[config.mk]
export PLATFORM = sky130hd
export DESIGN_NAME = elbeth_fetch_stage
export DESIGN_NICKNAME = d
export VERILOG_FILES = /design/src/rtl/elbeth_fetch_stage_pkg.sv /design/src/rtl/elbeth_ifid_reg.sv /design/src/rtl/elbeth_fetch_stage.sv
export SDC_FILE = /design/constraint.sdc
export NUM_CORES = 1
export LEC_CHECK = 0
export ABC_AREA = 1
export CORE_UTILIZATION = 50
export DETAILED_ROUTE_END_ITERATION = 10
export HOLD_SLACK_MARGIN = 0.03
export PLACE_DENSITY = 0.77
export SETUP_SLACK_MARGIN = 0.02
export SYNTH_ARGS = -nofsm -noshare
export SYNTH_HDL_FRONTEND = slang
export SYNTH_SLANG_ARGS = --single-unit
[constraint.sdc]
create_clock -name clk -period 12.7 [get_ports clk]
set_input_delay 2.54 -clock clk [delete_from_list [all_inputs] [get_ports clk]]
set_output_delay 2.54 -clock clk [all_outputs]
set_load 0.1 [all_outputs]
[src/rtl/elbeth_fetch_stage_pkg.sv]
// Shared definitions for the ELBETH fetch stage.
// Holds the instruction field bit ranges, the bubble instruction, the reset PC
// default and the fetch FSM state encoding.
package elbeth_fetch_stage_pkg;

    // addi x0, x0, 0
    localparam logic [31:0] NopInst        = 32'h0000_0013;
    localparam logic [31:0] ResetPcDefault = 32'h0000_0000;

    localparam int unsigned OpcodeLsb = 0;
    localparam int unsigned OpcodeMsb = 6;
    localparam int unsigned Inst0Lsb  = 7;
    localparam int unsigned Inst0Msb  = 11;
    localparam int unsigned Inst1Lsb  = 12;
    localparam int unsigned Inst1Msb  = 14;
    localparam int unsigned Inst2Lsb  = 15;
    localparam int unsigned Inst2Msb  = 19;
    localparam int unsigned Inst3Lsb  = 20;
    localparam int unsigned Inst3Msb  = 24;
    localparam int unsigned Inst4Lsb  = 25;
    localparam int unsigned Inst4Msb  = 31;

    typedef enum logic [1:0] {
        StIdle = 2'd0,
        StReq  = 2'd1,
        StHold = 2'd2,
        StKill = 2'd3
    } fetch_state_e;

endpackage

[src/rtl/elbeth_ifid_reg.sv]
// IF/ID pipeline register of the ELBETH core.
// Ports:
//   clk, rst          clock, asynchronous active-high reset
//   bubble            load NOP fields with valid=0 (wins over load)
//   load              load load_inst/load_pc/load_fault with valid=1
//   load_inst/pc      instruction word and its PC
//   load_fault        fetch fault; the word is replaced by NOP_INST
//   id_*              field split of the held instruction plus pc/valid/fault
// With neither bubble nor load asserted the register holds its contents.
module elbeth_ifid_reg
    import elbeth_fetch_stage_pkg::*;
#(
    parameter logic [31:0] NOP_INST = NopInst
) (
    input  logic        clk,
    input  logic        rst,
    input  logic        bubble,
    input  logic        load,
    input  logic [31:0] load_inst,
    input  logic [31:0] load_pc,
    input  logic        load_fault,
    output logic [6:0]  id_opcode,
    output logic [4:0]  id_inst_0,
    output logic [2:0]  id_inst_1,
    output logic [4:0]  id_inst_2,
    output logic [4:0]  id_inst_3,
    output logic [6:0]  id_inst_4,
    output logic [31:0] id_pc,
    output logic        id_valid,
    output logic        id_fetch_fault
);

    logic [31:0] inst_q;
    logic [31:0] pc_q;
    logic        valid_q;
    logic        fault_q;

    always_ff @(posedge clk or posedge rst) begin
        if (rst) begin
            inst_q  <= NOP_INST;
            pc_q    <= 32'h0;
            valid_q <= 1'b0;
            fault_q <= 1'b0;
        end else if (bubble) begin
            inst_q  <= NOP_INST;
            pc_q    <= 32'h0;
            valid_q <= 1'b0;
            fault_q <= 1'b0;
        end else if (load) begin
            // A faulting fetch carries no usable word downstream.
            inst_q  <= load_fault ? NOP_INST : load_inst;
            pc_q    <= load_pc;
            valid_q <= 1'b1;
            fault_q <= load_fault;
        end
    end

    assign id_opcode      = inst_q[OpcodeMsb:OpcodeLsb];
    assign id_inst_0      = inst_q[Inst0Msb:Inst0Lsb];
    assign id_inst_1      = inst_q[Inst1Msb:Inst1Lsb];
    assign id_inst_2      = inst_q[Inst2Msb:Inst2Lsb];
    assign id_inst_3      = inst_q[Inst3Msb:Inst3Lsb];
    assign id_inst_4      = inst_q[Inst4Msb:Inst4Lsb];
    assign id_pc          = pc_q;
    assign id_valid       = valid_q;
    assign id_fetch_fault = fault_q;

endmodule

[src/rtl/elbeth_fetch_stage.sv]
// ELBETH instruction fetch stage: owns the PC, fetches words over a req/ack
// handshake and feeds the IF/ID register consumed by elbeth_decoder.
// Ports:
//   clk, rst                  clock, asynchronous active-high reset
//   imem_addr/req             word-aligned fetch request (stable until ack)
//   imem_ack/rdata/err        response strobe, instruction word, bus fault
//   if_stall, if_flush        hold IF/ID, replace IF/ID with a bubble
//   branch_taken/target       execute redirect
//   exc_taken/exc_pc          trap redirect, wins over branch
//   id_*                      IF/ID contents (fields, pc, valid, fault)
// Optional feature macro ELBETH_FETCH_MISALIGN_EN: when defined, a misaligned
// redirect target raises a fetch fault and parks the FSM in IDLE until the next
// redirect; when undefined the target's low two bits are cleared.
module elbeth_fetch_stage
    import elbeth_fetch_stage_pkg::*;
#(
    parameter logic [31:0] RESET_PC = ResetPcDefault,
    parameter logic [31:0] NOP_INST = NopInst
) (
    input  logic        clk,
    input  logic        rst,
    output logic [31:0] imem_addr,
    output logic        imem_req,
    input  logic        imem_ack,
    input  logic [31:0] imem_rdata,
    input  logic        imem_err,
    input  logic        if_stall,
    input  logic        if_flush,
    input  logic        branch_taken,
    input  logic [31:0] branch_target,
    input  logic        exc_taken,
    input  logic [31:0] exc_pc,
    output logic [6:0]  id_opcode,
    output logic [4:0]  id_inst_0,
    output logic [2:0]  id_inst_1,
    output logic [4:0]  id_inst_2,
    output logic [4:0]  id_inst_3,
    output logic [6:0]  id_inst_4,
    output logic [31:0] id_pc,
    output logic        id_valid,
    output logic        id_fetch_fault
);

    fetch_state_e state_q, state_d;
    logic [31:0]  pc_q, pc_d;
    logic [31:0]  kill_addr_q, kill_addr_d;   // address of the request being discarded
    logic [31:0]  hold_data_q, hold_data_d;
    logic [31:0]  hold_pc_q, hold_pc_d;
    logic         hold_err_q, hold_err_d;
    logic         park_q, park_d;             // IDLE entered on a misaligned target

    logic         redirect;
    logic [31:0]  target_raw;
    logic [31:0]  target;
    logic         misalign;

    logic         ifid_bubble;
    logic         ifid_load;
    logic [31:0]  ld_inst;
    logic [31:0]  ld_pc;
    logic         ld_fault;

    assign redirect   = exc_taken | branch_taken;
    assign target_raw = exc_taken ? exc_pc : branch_target;

`ifdef ELBETH_FETCH_MISALIGN_EN
    assign target   = target_raw;
    assign misalign = |target_raw[1:0];
`else
    assign target   = target_raw & ~32'h3;
    assign misalign = 1'b0;
`endif

    always_ff @(posedge clk or posedge rst) begin
        if (rst) begin
            state_q     <= StIdle;
            pc_q        <= RESET_PC;
            kill_addr_q <= RESET_PC;
            hold_data_q <= NOP_INST;
            hold_pc_q   <= 32'h0;
            hold_err_q  <= 1'b0;
            park_q      <= 1'b0;
        end else begin
            state_q     <= state_d;
            pc_q        <= pc_d;
            kill_addr_q <= kill_addr_d;
            hold_data_q <= hold_data_d;
            hold_pc_q   <= hold_pc_d;
            hold_err_q  <= hold_err_d;
            park_q      <= park_d;
        end
    end

    always_comb begin
        state_d     = state_q;
        pc_d        = pc_q;
        kill_addr_d = kill_addr_q;
        hold_data_d = hold_data_q;
        hold_pc_d   = hold_pc_q;
        hold_err_d  = hold_err_q;
        park_d      = park_q;
        ifid_bubble = 1'b0;
        ifid_load   = 1'b0;
        ld_inst     = imem_rdata;
        ld_pc       = pc_q;
        ld_fault    = imem_err;

        if (redirect) begin
            pc_d = target;
            if (misalign) begin
                ifid_load = 1'b1;
                ld_inst   = NOP_INST;
                ld_pc     = target;
                ld_fault  = 1'b1;
                park_d    = 1'b1;
            end else begin
                ifid_bubble = 1'b1;
                park_d      = 1'b0;
            end
            unique case (state_q)
                StReq: begin
                    if (imem_ack) begin
                        state_d = misalign ? StIdle : StReq;
                    end else begin
                        // Outstanding request must complete before the new PC goes out.
                        state_d     = StKill;
                        kill_addr_d = pc_q;
                    end
                end
                StKill: begin
                    if (imem_ack) state_d = misalign ? StIdle : StReq;
                end
                default: state_d = misalign ? StIdle : StReq;
            endcase
        end else if (if_flush) begin
            ifid_bubble = 1'b1;
            unique case (state_q)
                StHold: begin
                    // Buffered word is dropped; refetch it.
                    pc_d    = hold_pc_q;
                    state_d = StReq;
                end
                StKill: begin
                    if (imem_ack) state_d = park_q ? StIdle : StReq;
                end
                StIdle: begin
                    if (!park_q) state_d = StReq;
                end
                default: ;  // Any response this cycle is dropped and pc is kept.
            endcase
        end else begin
            unique case (state_q)
                StIdle: begin
                    if (!park_q) state_d = StReq;
                end
                StReq: begin
                    if (imem_ack) begin
                        pc_d = pc_q + 32'd4;
                        if (if_stall) begin
                            hold_data_d = imem_rdata;
                            hold_err_d  = imem_err;
                            hold_pc_d   = pc_q;
                            state_d     = StHold;
                        end else begin
                            ifid_load = 1'b1;
                        end
                    end else if (!if_stall) begin
                        ifid_bubble = 1'b1;
                    end
                end
                StHold: begin
                    if (!if_stall) begin
                        ifid_load = 1'b1;
                        ld_inst   = hold_data_q;
                        ld_pc     = hold_pc_q;
                        ld_fault  = hold_err_q;
                        state_d   = StReq;
                    end
                end
                StKill: begin
                    if (imem_ack) state_d = park_q ? StIdle : StReq;
                end
                default: state_d = StIdle;
            endcase
        end
    end

    assign imem_req  = (state_q == StReq) || (state_q == StKill);
    assign imem_addr = (state_q == StKill) ? kill_addr_q : pc_q;

    elbeth_ifid_reg #(
        .NOP_INST (NOP_INST)
    ) u_ifid (
        .clk            (clk),
        .rst            (rst),
        .bubble         (ifid_bubble),
        .load           (ifid_load),
        .load_inst      (ld_inst),
        .load_pc        (ld_pc),
        .load_fault     (ld_fault),
        .id_opcode      (id_opcode),
        .id_inst_0      (id_inst_0),
        .id_inst_1      (id_inst_1),
        .id_inst_2      (id_inst_2),
        .id_inst_3      (id_inst_3),
        .id_inst_4      (id_inst_4),
        .id_pc          (id_pc),
        .id_valid       (id_valid),
        .id_fetch_fault (id_fetch_fault)
    );

endmodule

* Word level (Yosys, flattened, before mapping)
Cells that the tools add are included.
Storage, ports and cells: logic and storage cells 82, input port bits 104, flip-flop bits (word level) 197, output and inout port bits 99
Cells by class: add/subtract/negate cells 1, bitwise gates (word level) 4, equal/unequal tests 9, multiplexer cells 48, reduce and logical (&&, ||, !) cells 10
Operators by type and width (number):
- 32-bit two-way mux | 20
- 32-bit by 3-bit adder with 32-bit output, second input constant | 1
- 1-bit two-way mux | 16
- 2-bit two-way mux | 8
- 4-bit != test, second input constant | 3
- 2-bit one-hot mux with 2 select lines | 2
- 2-bit one-hot mux with 4 select lines | 1
- 3-bit AND reduction | 2
- 3-bit nonzero test | 2
- 5-bit by 1-bit != test with 1-bit output, second input constant | 1
- 5-bit AND reduction | 1
- 2-bit == test, second input constant | 2
- 4-bit AND reduction | 1
- 3-bit by 1-bit != test with 1-bit output, second input constant | 1
- 3-bit != test, second input constant | 1
- 1-bit NOT | 3
- 2-bit by 1-bit == test with 1-bit output, second input constant | 1
- 2-bit logical NOT | 1
- 1-bit one-hot mux with 2 select lines | 1
- 2-bit nonzero test | 1
- 2-bit OR reduction | 1
- 1-bit logical OR | 1
- 1-bit bitwise OR | 1

* Longest topological paths before layout
Gate-level depths: netlist (run 1).
depth after elaboration 7, depth in mapped cells 12, depth with buffers taken out 11

* Modules after synthesis
From an unflattened synthesis (run 1), not the netlist that was laid out.
Second synthesis, totals: cells, all modules 1479, area, all modules 11194.5 sq um
By module, submodules not included:
- elbeth_fetch_stage | instances 1, sequential area each 3281.9 sq um, area an instance 8543.2 sq um, cells each 1185
- elbeth_ifid_reg | instances 1, sequential area each 1655.3 sq um, area an instance 2651.3 sq um, cells each 294

* Worst setup path after synthesis (run 1)
No wires, ideal clock.
path type register to output, start point reg state_q[0], end point out imem_addr[23], arrival 3121 ps, stages on the path, launching flop included 5, setup slack 7039 ps, data required time 10160 ps, path buffers 2, path through dfrtp_1 > ha_1 > clkbuf_1 > clkbuf_1 > o21ai_0
On the way: word-level cells in the longest chain between the ends 2
RTL lines:
- from (decl) | RTL line elbeth_fetch_stage.sv:44 | fetch_state_e state_q, state_d;
- from (signal assigned) | RTL line elbeth_fetch_stage.sv:76 | state_q <= StIdle;
- from (signal assigned) | RTL line elbeth_fetch_stage.sv:84 | state_q <= state_d;
- 2-bit == test | RTL line elbeth_fetch_stage.sv:189 | assign imem_addr = (state_q == StKill) ? kill_addr_q : pc_q;
- 32-bit two-way mux | RTL line elbeth_fetch_stage.sv:189
- to (decl) | RTL line elbeth_fetch_stage.sv:22 | output logic [31:0] imem_addr,
Every way passes these cells.

* Final worst setup path (run 1)
start point reg state_q[1], end point out imem_addr[29]
Same word-level chain as after synthesis.

==> run metrics, run 1 <==
quantity of hold-fixing buffers added after cts=0; TritonCTS clock tree=done; leakage=5.92 nW; initial antenna violation count=0; clock root cell=clkbuf_16; final cell count without fillers=1867; vias in the first global route=9536; CP endpoint kind=primary output; drt wl/cell=16.2 um; most frequent cells in the layout=nand2_1, o21ai_0, clkdlybuf4s50_1; worst-skew pair later-pin latency=0.43 ns; fin area=13300 um^2; GRT met2 Usage=46.0%; status=completed; Synth Area in Compound Gates=19.5%; min Tclk post-route=5.89 ns; total gr overflow=0; CP required=10.16 ns; WL final=30.3 mm; dpl cells=1835; Mapped Avg Cell Area=7.41 um^2; largest net degree at the start of global routing=138; IO Pins=203; Setup crit start kind=flip-flop; Synth Instances=1444; post-cts resize count=0; met1 Usage GRT=37.1%; HP Class=reg -> reg; placer congestion estimate=0.951; Post-Syn Nets=1554; maximum clock insertion buffer count=2; HP Start=hold_data_q[0]$_DFFE_PP1P_; met3 global-route usage=6.29%; Die Wd=148 um; placed cell area=12700 um^2; ranking of synthesized cells by area=dfrtp_1, nand2_1, o21ai_0; first-pass GRT wire length=48.5 mm; via total after detailed routing=10300; main combinational cell family by area after synthesis=simple AND/OR/NAND/NOR gates; core area=21000 um^2; WS Path Type=reg -> out; Inserted Clock Buffers=17; mux cell area share after synthesis=0%; drt pass-1 iters=5; post-synth cell types=33; Iteration-0 DRC Markers=786; Seq/Total Area, Yosys=46.1%; Final nets=1689; Routed Antenna Nets=0; share of the synthesized area in the top cell type=44.7%; synthesized area=10700 um^2; CTS clk-pin slew, worst paths=0.07 ns; share of cells above drive strength 1=6.66%; xor/xnor share of the synthesized area=0%; Highest Clock Rate=0.170 GHz; worst endpoint data arrival time=3.35 ns; Port-buffer cells=198; worst-path maximum fanout=67; Starting Density=50.9%; # diodes=0; WHS=0.465 ns; fin. max-slew vios=0; Reg2Reg Launch Point=state_q[1]$_DFFE_PP0P_; Die ar.=22000 um^2; RSZ-0062 raised after global routing=false; Overall Global Routing Usage=28.1%; most common cell after layout, fill and taps aside=nand2_1; Synth Area in Simple Gates=26.2%; number of vias per cell=5.51; final worst clock skew=0.0121 ns; CTS sink cnt=197; Tcrit/Tclk final=46.4%; slew margin rel.=20.7%; Post-DP HPWL=19.4 mm; CP Launch Point=state_q[1]$_DFFE_PP0P_; Die Ht=148 um; # rows=53; power per cell area=195 nW/um^2; MaxCap Viol Count=0; Synth Area in Adders=0.702%; area leader, netlist=dfrtp_1; CTS H-tree lvls=4; Setup-failing EPs final=0; Seq cells post-synth=197; Max VDD drop=0.100 mV; DRC errors left=0; Area Growth Syn to Fin=24.6%; busiest metal layer after global routing=met2; Final Hold Viols=0; post-CTS setup buffers=0; Slew @ Worst Pin=1.19 ns; YS warnings=0; TNS Setup=0 ns
==> state kept, by name, indices dropped and copies added, names as in the netlist <==
register	count
hold_data_q	32
kill_addr_q	32
u_ifid.id_pc	32
u_ifid.inst_q	32
pc_q	32
u_ifid.id_fetch_fault	1
hold_err_q	1
state_q	2
hold_pc_q	32
u_ifid.id_valid	1
==> area by class of cell <==
type | count | area (um^2)
Clock inverter | 13 | 143
Clock buffer | 19 | 453
Timing Repair Buffer | 208 | 2050
Sequential cell | 197 | 4940
Inverter | 101 | 390
Multi-Input combinational cell | 1054 | 5010
Fill cell | 1883 | 7690
Tap cell | 275 | 344
==> power breakdown <==
part	switching (W)	internal, W
clock network	0.000258	0.000288
registers	0.000112	0.000804
logic	0.000854	0.000284
==> cell usage after synthesis <==
master,count
a21boi_0,5
o21ai_0,265
nor2_2,2
and2_1,2
clkbuf_1,66
buf_6,3
a21oi_2,1
o211ai_1,34
nand3_1,113
nand4_1,2
nand2_4,1
buf_4,5
inv_4,1
nand2_2,3
ha_1,6
inv_1,94
a31oi_1,2
clkinv_2,1
nand2_1,432
nor2_1,87
nand4_2,1
o21ai_2,11
o21a_1,1
a22oi_1,29
nor3_1,7
buf_2,18
a21oi_1,22
a41oi_1,2
dfstp_2,6
nor2_8,1
dfrtp_1,191
or2_2,25
inv_2,5
==> worst max-delay path: stages, from the launching register on <==
cell and delay (ns):
dfrtp_1 0.42, ha_2 1.01, nand2_1 0.10, o21ai_0 0.18, clkdlybuf4s50_1 1.21
==> stage by stage <==
stage	utilization, %	power [W]	setup slack (ns)
4_1_cts	63.4	0.00261	6.79
2_1_floorplan	-	0.00177	4.80
3_5_place_dp	60.6	0.00206	6.52
5_1_grt	63.4	0.00274	6.60
3_3_place_gp	60.6	0.00203	6.59
6_report	63.4	0.00260	6.81
==> layer usage <==
metal | part of all wire (%) | up-vias
li1 | - | 5034
met1 | 43 | 4876
met2 | 47 | 339
met3 | 8.4 | 35
met4 | 1.7 | 0
met5 | 0 | -
==> cells by family after synthesis <==
group / Yosys count
AO/OA/AOI/OAI: 372
adder cells (fa/ha/maj): 6
buffers and inverters: 193
flip-flops: 197
AND/OR/NAND/NOR: 676
==> worst paths after layout <==
kind                                                      end  slack, ns  cells past startpoint
max in group asynchronous        u_ifid.id_pc[12]$_DFFE_PP0P_       8.69                      3
worst max register to register  u_ifid.inst_q[16]$_DFFE_PP0P_       8.78                     10
worst min-delay path               hold_data_q[0]$_DFFE_PP1P_       0.47                      2
min in group asynchronous         hold_data_q[28]$_DFFE_PP0P_       2.69                      2
worst max-delay path                            imem_addr[29]       6.81                      4
worst min register to register     hold_data_q[0]$_DFFE_PP1P_       0.47                      2
(Power assumes the default switching activity.)
==> run 2: changes to the inputs <==
- CORE_UTILIZATION: 50 -> 48
- PLACE_DENSITY: 0.77 -> 0.78
- clock period: 12.7 -> 5.4 ns (I/O delays scaled with it)
==> run 2 against run 1 <==
Net effect:
- combinational power grew 140%
- final cell count grew 0.32%
- critical path depth is the same
- worst setup slack lost 5.8 ns
- total power grew 130%
- wire length shrank 0.84%
- register-to-register slack lost 6.5 ns
- sequential power grew 140%
- sequential cell count is the same
==> run metrics, run 2 (synthesized netlist as in run 1, its figures left out) <==
HP Start=hold_data_q[4]$_DFFE_PP1P_; Die Ht=151 um (+2.0%); CTS clk-pin slew, worst paths=0.07 ns (about the same); power per cell area=455 nW/um^2 (+130%); initial antenna violation count=0 (unchanged); maximum clock insertion buffer count=2 (unchanged); Post-DP HPWL=19.5 mm (+0.31%); most frequent cells in the layout=nand2_1, o21ai_0, clkdlybuf4s50_1; MaxCap Viol Count=0 (unchanged); Tcrit/Tclk final=81.7%; largest net degree at the start of global routing=175 (+27%); DRC errors left=0 (unchanged); fin. max-slew vios=0 (unchanged); Highest Clock Rate=0.227 GHz; Die ar.=22900 um^2 (+4.1%); CP required=4.32 ns (-5.84 ns); reg2reg end=u_ifid.inst_q[16]$_DFFE_PP0P_; Reg2Reg Depth=9 (-1); R2R Setup Slk=2.24 ns (-6.54 ns); first-pass GRT wire length=47.9 mm (-1.2%); drt pass-1 iters=5 (unchanged); via total after detailed routing=10200 (-0.92%); Inserted Clock Buffers=17 (unchanged); WS Path Type=reg -> out; post-cts resize count=0 (unchanged); clock root cell=clkbuf_16; post-CTS setup buffers=0 (unchanged); Setup-failing EPs final=0 (unchanged); Multi-input gate area=5010 um^2 (unchanged); status=completed; Fillers=1935 (+2.8%); CTS sink cnt=197 (unchanged); slew margin rel.=22.9% (+2.2 points); # rows=54 (+1.9%); IO Pins=203 (unchanged); Min-Delay Endpoint=hold_data_q[4]$_DFFE_PP1P_; Max VDD drop=0.248 mV (+150%); Area Growth Syn to Fin=24.4%; share of cells above drive strength 1=6.65% (about the same); TritonCTS clock tree=done; Setup crit start kind=flip-flop; CP Launch Point=state_q[1]$_DFFE_PP0P_; worst-path maximum fanout=67 (unchanged); placer congestion estimate=0.897 (-5.7%); Port-buffer cells=198 (unchanged); final worst clock skew=0.0112 ns (-0.000924 ns); Iteration-0 DRC Markers=832 (+5.9%); most common cell after layout, fill and taps aside=nand2_1; Die Wd=151 um (+2.0%); RSZ-0062 raised after global routing=false; Hold Path Depth=2 (unchanged); TNS Setup=0 ns (unchanged); overall power=0.00605 W (+130%); quantity of hold-fixing buffers added after cts=0 (unchanged); core area=21800 um^2 (+3.8%); leakage=5.91 nW (about the same); total gr overflow=0 (unchanged); WL final=30.0 mm (-0.84%); drt wl/cell=16.0 um (-1.2%); CP endpoint kind=primary output; Overall Global Routing Usage=27.0% (-1.1 points); WHS=0.469 ns (+0.00342 ns); worst endpoint data arrival time=3.33 ns (-0.02 ns); worst-skew pair later-pin latency=0.43 ns (about the same); CTS H-tree lvls=4 (unchanged); # diodes=0 (unchanged); FF+latch area=4940 um^2 (unchanged); vias in the first global route=9332 (-2.1%); Routed Antenna Nets=0 (unchanged); Reg2Reg Launch Point=state_q[1]$_DFFE_PP0P_; final cell count without fillers=1873 (+0.32%); Starting Density=49.0% (-1.9 points); Final nets=1690 (+0.059%); dpl cells=1841 (+0.33%); HP Class=reg -> reg; min Tclk post-route=4.41 ns; number of vias per cell=5.44 (-1.2%); Slew @ Worst Pin=1.16 ns (-0.0330 ns); Final Hold Viols=0 (unchanged)
[run 2: per-stage QoR]
stage | setup slack (ns) | area, um^2 | utilization (%)
floorplan | 1.20 | 10700 | -
global route | 0.783 | 13300 | 61.0
finish | 0.988 | 13300 | 61.0
CTS | 0.980 | 13300 | 61.0
global placement | 1.34 | 12800 | 58.4
detailed placement | 1.25 | 12800 | 58.4
[run 2: how the worst max path moves through the flow]
stage	endpoint	slack [ns]	cells past startpoint
after CTS	imem_addr[30]	0.98	4
after global placement	u_ifid.inst_q[15]$_DFFE_PP0P_	1.34	8
after detailed placement	u_ifid.inst_q[19]$_DFFE_PP0P_	1.25	8
after floorplan	imem_addr[23]	1.20	4
after global routing	imem_addr[25]	0.78	4
final	imem_addr[30]	0.99	4
[run 2: layout make-up]
| type | instances | share of cell area (%) |
|---|---|---|
| clock inverter | 13 | 0.846 |
| tap | 280 | 2.63 |
| clock buffer | 19 | 3.33 |
| timing repair buffer | 209 | 15.6 |
| inverter | 101 | 2.90 |
| multi-input combinational | 1054 | 37.6 |
| sequential | 197 | 37.1 |
[run 2: worst max-delay path, stage by stage (launching register included)]
cell	delay [ns]
dfrtp_1	0.45
ha_2	0.99
nand2_1	0.10
o21ai_0	0.11
clkdlybuf4s50_1	1.24
[run 2: per-layer routing]
metal	routed length (um)	GRT usage, %	vias up	part of all wire, %
met3	2520	5.27	44	8.4
li1	-	-	5029	-
met1	13100	37.2	4743	43
met2	13900	42.7	373	46
met5	0	0	-	0
met4	585	8.75	0	1.9
[run 2: where the power goes]
group          switching, W  internal [W]  leakage, nW
registers          0.000265       0.00189         2.51
clock network      0.000602      0.000619        0.274
logic               0.00200      0.000672         3.13
total               0.00287       0.00318         5.91
